<file path="config.mk">
export PLATFORM = sky130hd
export DESIGN_NAME = pixel_packer
export DESIGN_NICKNAME = d
export VERILOG_FILES = /design/src/rtl/pixel_packer.sv
export SDC_FILE = /design/constraint.sdc
export NUM_CORES = 1
export LEC_CHECK = 0
export ABC_CLOCK_PERIOD_IN_PS = 2300
export CAP_MARGIN = 20
export CELL_PAD_IN_SITES_DETAIL_PLACEMENT = 1
export CELL_PAD_IN_SITES_GLOBAL_PLACEMENT = 1
export CORE_MARGIN = 2
export CORE_UTILIZATION = 39
export DETAILED_ROUTE_END_ITERATION = 6
export PLACE_DENSITY_LB_ADDON = 0.1
export SLEW_MARGIN = 0
export SYNTH_ARGS = -nofsm -noshare
export SYNTH_HDL_FRONTEND = slang
export SYNTH_SLANG_ARGS = --single-unit
</file>
<file path="constraint.sdc">
create_clock -name clk -period 2.3 [get_ports clk]
set_input_delay 0.69 -clock clk [delete_from_list [all_inputs] [get_ports clk]]
set_output_delay 0.69 -clock clk [all_outputs]
set_load 0.01 [all_outputs]
</file>
<file path="src/rtl/pixel_packer.sv">
// pixel_packer
// Packs a stream of PIX_W-bit pixels into WORD_W-bit words and writes them to
// consecutive frame buffer addresses 0..DEPTH-1. Supports LSB- or MSB-first
// slot order, explicit frame start/end with flush of a partial last word,
// full-rate input with no dead cycles, and frame status pulses.
//
// Ports:
//   clk         in   rising-edge clock
//   reset       in   asynchronous active-high reset
//   frame_start in   pulse: discard current frame, restart at address 0
//   frame_end   in   pulse: close frame early, flushing any partial word
//   pix_de      in   pixel valid
//   pix_data    in   [PIX_W-1:0] pixel value
//   we          out  RAM write enable, one pulse per word
//   wData       out  [WORD_W-1:0] packed word (held while we=0)
//   wAddr       out  [ADDR_W-1:0] word address (held while we=0)
//   frame_tick  out  pulse: frame closed
//   frame_short out  qualifies frame_tick: closed before DEPTH words
//   abort       out  pulse: a non-empty frame was discarded by frame_start
module pixel_packer #(
  parameter int PIX_W     = 1,
  parameter int WORD_W    = 8,
  parameter int DEPTH     = 5100,
  parameter int MSB_FIRST = 0,
  localparam int ADDR_W   = (DEPTH > 1) ? $clog2(DEPTH) : 1
) (
  input  logic              clk,
  input  logic              reset,
  input  logic              frame_start,
  input  logic              frame_end,
  input  logic              pix_de,
  input  logic [PIX_W-1:0]  pix_data,
  output logic              we,
  output logic [WORD_W-1:0] wData,
  output logic [ADDR_W-1:0] wAddr,
  output logic              frame_tick,
  output logic              frame_short,
  output logic              abort
);

  localparam int PPW   = WORD_W / PIX_W;
  localparam int CNT_W = (PPW > 1) ? $clog2(PPW) : 1;
  localparam logic [CNT_W-1:0]  LAST_CNT = CNT_W'(PPW - 1);
  localparam logic [ADDR_W-1:0] LAST_IDX = ADDR_W'(DEPTH - 1);

  generate
    if ((PIX_W < 1) || (WORD_W % PIX_W != 0)) begin : g_bad_width
      $error("pixel_packer: WORD_W must be a positive integer multiple of PIX_W");
    end
  endgenerate

  typedef enum logic {
    ST_IDLE = 1'b0,
    ST_FILL = 1'b1
  } state_t;

  state_t              state_r, state_next_s, base_state_s;
  logic [CNT_W-1:0]    pix_cnt_r, cnt_next_s, base_cnt_s, slot_s;
  logic [ADDR_W-1:0]   word_idx_r, idx_next_s, base_idx_s;
  logic [WORD_W-1:0]   acc_r, acc_next_s, base_acc_s, fill_acc_s, pix_acc_s;
  logic                frame_open_s, word_done_s, last_word_s, end_now_s, flush_s;
  logic                we_next_s, tick_next_s, short_next_s, abort_next_s;

  logic                we_r, tick_r, short_r, abort_r;
  logic [WORD_W-1:0]   wdata_r;
  logic [ADDR_W-1:0]   waddr_r;

  // Next-state and output decode; frame_start first rewinds the view of the
  // current state so a same-cycle pixel lands as pixel 0 of the new frame.
  always_comb begin
    base_state_s = state_r;
    base_cnt_s   = pix_cnt_r;
    base_idx_s   = word_idx_r;
    base_acc_s   = acc_r;
    if (frame_start) begin
      base_state_s = ST_IDLE;
      base_cnt_s   = {CNT_W{1'b0}};
      base_idx_s   = {ADDR_W{1'b0}};
      base_acc_s   = {WORD_W{1'b0}};
    end else begin
      base_state_s = state_r;
    end

    if (MSB_FIRST != 0) begin
      slot_s = LAST_CNT - base_cnt_s;
    end else begin
      slot_s = base_cnt_s;
    end

    fill_acc_s = base_acc_s;
    fill_acc_s[int'(slot_s) * PIX_W +: PIX_W] = pix_data;

    if (pix_de) begin
      pix_acc_s = fill_acc_s;
    end else begin
      pix_acc_s = base_acc_s;
    end

    // A frame is open once any pixel has been accepted, including this cycle's.
    case (base_state_s)
      ST_IDLE: frame_open_s = pix_de;
      ST_FILL: frame_open_s = 1'b1;
      default: frame_open_s = 1'b0;
    endcase

    word_done_s = pix_de && (base_cnt_s == LAST_CNT);
    last_word_s = word_done_s && (base_idx_s == LAST_IDX);
    // A frame_end coinciding with the natural close is absorbed by it (not short).
    end_now_s   = frame_end && !frame_start && frame_open_s && !last_word_s;
    flush_s     = end_now_s && !word_done_s && (pix_de || (base_cnt_s != {CNT_W{1'b0}}));

    we_next_s    = word_done_s || flush_s;
    tick_next_s  = last_word_s || end_now_s;
    short_next_s = end_now_s;
    abort_next_s = frame_start && (state_r == ST_FILL);

    state_next_s = base_state_s;
    cnt_next_s   = base_cnt_s;
    idx_next_s   = base_idx_s;
    acc_next_s   = base_acc_s;
    if (last_word_s || end_now_s) begin
      state_next_s = ST_IDLE;
      cnt_next_s   = {CNT_W{1'b0}};
      idx_next_s   = {ADDR_W{1'b0}};
      acc_next_s   = {WORD_W{1'b0}};
    end else if (word_done_s) begin
      state_next_s = ST_FILL;
      cnt_next_s   = {CNT_W{1'b0}};
      idx_next_s   = base_idx_s + ADDR_W'(1);
      acc_next_s   = {WORD_W{1'b0}};
    end else if (pix_de) begin
      state_next_s = ST_FILL;
      cnt_next_s   = base_cnt_s + CNT_W'(1);
      acc_next_s   = fill_acc_s;
    end else begin
      state_next_s = base_state_s;
    end
  end

  // FSM state register.
  always_ff @(posedge clk or posedge reset) begin
    if (reset) begin
      state_r <= ST_IDLE;
    end else begin
      state_r <= state_next_s;
    end
  end

  // Datapath state: pixel counter, word index and accumulator.
  always_ff @(posedge clk or posedge reset) begin
    if (reset) begin
      pix_cnt_r  <= {CNT_W{1'b0}};
      word_idx_r <= {ADDR_W{1'b0}};
      acc_r      <= {WORD_W{1'b0}};
    end else begin
      pix_cnt_r  <= cnt_next_s;
      word_idx_r <= idx_next_s;
      acc_r      <= acc_next_s;
    end
  end

  // Registered outputs; data/address only change on a write.
  always_ff @(posedge clk or posedge reset) begin
    if (reset) begin
      we_r    <= 1'b0;
      wdata_r <= {WORD_W{1'b0}};
      waddr_r <= {ADDR_W{1'b0}};
      tick_r  <= 1'b0;
      short_r <= 1'b0;
      abort_r <= 1'b0;
    end else begin
      we_r    <= we_next_s;
      tick_r  <= tick_next_s;
      short_r <= short_next_s;
      abort_r <= abort_next_s;
      if (we_next_s) begin
        wdata_r <= pix_acc_s;
        waddr_r <= base_idx_s;
      end else begin
        wdata_r <= wdata_r;
        waddr_r <= waddr_r;
      end
    end
  end

  assign we          = we_r;
  assign wData       = wdata_r;
  assign wAddr       = waddr_r;
  assign frame_tick  = tick_r;
  assign frame_short = short_r;
  assign abort       = abort_r;

endmodule

</file>
==> reports/qor.csv <==
stage;metric;value;unit
sta;max_slew_margin;0.723;
critical_path;critPathTopFamily;simple AND/OR/NAND/NOR gates;
final_layout;fillers;671;
clock_network;clk_latency;0.31;ns
power_and_ir_drop;clockPowerShare;0.352;
yosys;synth_xor_area_frac;0.0355;
critical_path;timing.rr.start;pix_cnt_r[1]$_DFF_PP0_;
yosys;synth_edf_count;0;
final_layout;regArea;1250;µm²
yosys;synth_top_area_share;0.507;
drt;wl;6.64;mm
power_and_ir_drop;cellLeakagePower;0.00157;µW
clock_network;cts_root_buf;clkbuf_8;
yosys;synth-seq-area-share;0.507;
power_and_ir_drop;power.internal;1360;µW
final_layout;nNetsFinal;314;
sta;worstMarginPinSlew;0.412;ns
critical_path;r2r_end;word_idx_r[11]$_DFF_PP0_;
critical_path;crit_chain;clkbuf_2, buf_6, inv_6, nand2_8, inv_4, ha_4, ha_4, and3_4, nand4_1, o21ai_4, o21ba_4;
sta;finalCritPeriodShare;0.926;
drt;viasPerCell;5.23;
yosys;yosys-top-cells-area;dfrtp_1 51%, nor2_1 4.0%, ha_1 3.5%;
drt;dr.pass1.iters;4;
clock_network;cts_made_buffers;5;
status;outcome;finished, final reports clean;
sta;setup_slack;0.171;ns
grt;grt_first_pass_wirelength;11.3;mm
placement;port_buffers;30;
drt;ant_nets;0;
drt;drc_errors;0;
critical_path;path_common_cell;ha_4;
sta;fin_worst_skew;0.00916;ns
final_layout;fin_area;3470;µm²
critical_path;worstSetupStartpointType;input port;
clock_network;cts_sinks;50;
power_and_ir_drop;pwr-share-comb;0.155;
final_layout;multiInputGateArea;1260;µm²
floorplan;std_cell_rows;28;
critical_path;cpPeakStageDelay;0.30;ns
placement;placed_cells;368;
critical_path;rrSetupSlack;0.30;ns
yosys;synth-compound-area-share;0.103;
sta;period_needed;2.13;ns
final_layout;drive_gt1_frac;0.331;
yosys;yosysTopAreaCell;dfrtp_1;
floorplan;start_util;0.410;
yosys;synth-seq-cells;50;
min_path;hold_start;wAddr[9]$_DFFE_PP0P_;
clock_network;ctsLongestPathBuffers;2;
grt;grt_max_degree;51;
power_and_ir_drop;seqPwrFrac;0.494;
power_and_ir_drop;power;1840;µW
min_path;min_path_cells;1;
placement;place_ws;-0.577;ns
critical_path;crit_required;2.51;ns
critical_path;reg2reg_depth;8;
grt;grt_pass1_vias;2170;
clock_network;cts_tree;done;
power_and_ir_drop;peakVddDrop;0.267;mV
grt;antenna_found_initial;0;
yosys;synth_ff_type;dfrtp_1;
clock_network;clkTransAtPathRegs;0.10;ns
critical_path;crit_arrival;2.34;ns
grt;gr-total-overflow;0;
job;max_cap_viol_count;0;
grt;grt_use_total;0.200;
power_and_ir_drop;powerDensity;531;nW/µm²
yosys;synth_top_family_by_area;simple AND/OR/NAND/NOR gates;
drt;vias;1970;
floorplan;dieArea;6990;µm²
floorplan;die_w;83.6;µm
yosys;async_flop_share;1.00;
yosys;syn_avg_cell_area;11.0;µm²
power_and_ir_drop;power_switching;477;µW
min_path;holdPathEnd;wAddr[9]$_DFFE_PP0P_;
drt;drtIter0Drc;52;
floorplan;chipHeight;83.6;µm
final_layout;area_growth;40.5;%
yosys;syn_inst;225;
critical_path;cpMaxStageDelayCell;o21ai_4;
yosys;synthMostInstantiatedCell;dfrtp_1;
yosys;ys_types;50;
critical_path;critPathCaptureType;flip-flop;
min_path;hold_class;flip-flop to flip-flop;
critical_path;critPathMaxFanout;5;
sta;final_hold_viol_count;0;
yosys;netlist_top_cells_count;50 x dfrtp_1, 26 x nor2_1, 14 x inv_1;
critical_path;cp_num_buf_inv;4;
floorplan;io_pins;31;
final_layout;final_cells;377;
power_and_ir_drop;swShare;0.259;
sta;rsz0062_at_grt;no;
placement;gp_congestion;0.840;
sta;fmax;470;MHz
yosys;synthSimpleGateAreaFrac;0.212;
placement;placed_area;3310;µm²
drt;wire_per_inst;17.6;µm
clock_network;htreeDepth;2;
placement;place_hpwl;4.95;mm
yosys;synth_fa_ha_area_frac;0.0355;
yosys;ys_warn_count;0;
final_layout;diodes;0;
critical_path;path_class;input port to flip-flop;
yosys;muxShareOfSynthArea;0.0643;
yosys;mappedNetlistArea;2470;µm²
floorplan;core_area;6030;µm²
sta;drv_slew;0;
sta;setup_violations;0;
yosys;syn_nets;238;
[routing by layer]
metal / track usage / wire length, µm
met5: 0 / 0
met4: 0.0484 / 66
met3: 0.0307 / 120
met2: 0.319 / 3160
met1: 0.286 / 3290
[power by group through the flow]
stage               Clock, µW  Combinational, µW  Sequential [µW]
finish                    648                285              909
detailed placement          0                279              926
global route              691                309              911
global placement            0                274              925
floorplan                   0                162              926
CTS                       666                283              909
[metrics by stage]
step | setup TNS (ns) | hold slack, ns | utilization
floorplan | -3.43 | 0.481 | -
global placement | -20.75 | 0.493 | 0.550
detailed placement | -23.28 | 0.496 | 0.550
CTS | 0 | 0.521 | 0.571
global route | 0 | 0.542 | 0.576
finish | 0 | 0.518 | 0.576
[cell type report]
cell class                 count  area share
clock buffer                   5      0.0198
timing repair buffer          77       0.198
inverter                      14      0.0180
multi-input combinational    153       0.364
clock inverter                 3      0.0126
sequential                    50       0.361
tap                           75      0.0270
[what timing repair did]
action	4_1_cts	5_1_grt
resized for setup	4	9
pin swaps	2	2
gates cloned	0	0
setup buffers	0	1
hold buffers	0	0
setup endpoints to repair	48	30
[flip-flops by register name, summed over array words and instances, names as in the netlist]
name,cells
pix_cnt_r,3
frame_short,1
frame_tick,1
wAddr,13
state_r,1
abort,1
acc_r,8
we,1
word_idx_r,13
wData,8
[worst max-delay path by stage]
| stage | start | depth (start not counted) | to |
|---|---|---|---|
| after global placement | frame_start | 10 | wData[0]$_DFFE_PP0P_ |
| after CTS | frame_start | 10 | wData[0]$_DFFE_PP0P_ |
| final | frame_start | 11 | word_idx_r[11]$_DFF_PP0_ |
| after detailed placement | frame_start | 11 | wData[4]$_DFFE_PP0P_ |
| after floorplan | frame_start | 10 | wData[0]$_DFFE_PP0P_ |
| after global routing | frame_start | 12 | word_idx_r[8]$_DFF_PP0_ |
[cell usage in the layout (no fill, tap or decap), types with 2 or more instances in the layout]
cell type,count
buf_12,2
buf_6,4
nand2b_4,2
nand2_1,12
inv_2,2
a21oi_1,3
nor3b_1,7
xor2_1,6
and2_1,2
ha_4,4
nand4b_1,2
xnor2_1,4
clkdlybuf4s50_1,29
nand4_1,6
mux2_4,6
o21a_1,2
ha_1,3
and3_1,2
inv_6,2
nor3_1,3
clkbuf_8,5
and4_1,2
mux2i_1,7
nand3_1,3
nor3_2,2
nor2_1,26
inv_1,9
nor2b_1,6
or3_1,2
o22ai_1,7
inv_4,2
buf_4,41
a31o_2,7
dfrtp_1,50
[kinds of logic (layout without fill, tap and decap cells)]
logic type | Yosys count | after routing
simple gates | 90 | 90
compound gates | 31 | 31
xor+xnor | 10 | 10
buf+inv | 22 | 99
mux | 15 | 15
fa+ha+maj | 7 | 7
flops | 50 | 50
[worst reg2reg max path: cells and delay by family, from the launching register on]
kind            cells  cell delay (ns)
flops               1             0.51
fa+ha+maj           2             0.31
simple gates        3             0.53
buf+inv             1             0.07
compound gates      2             0.49
Power figures use the tool's default switching activity.
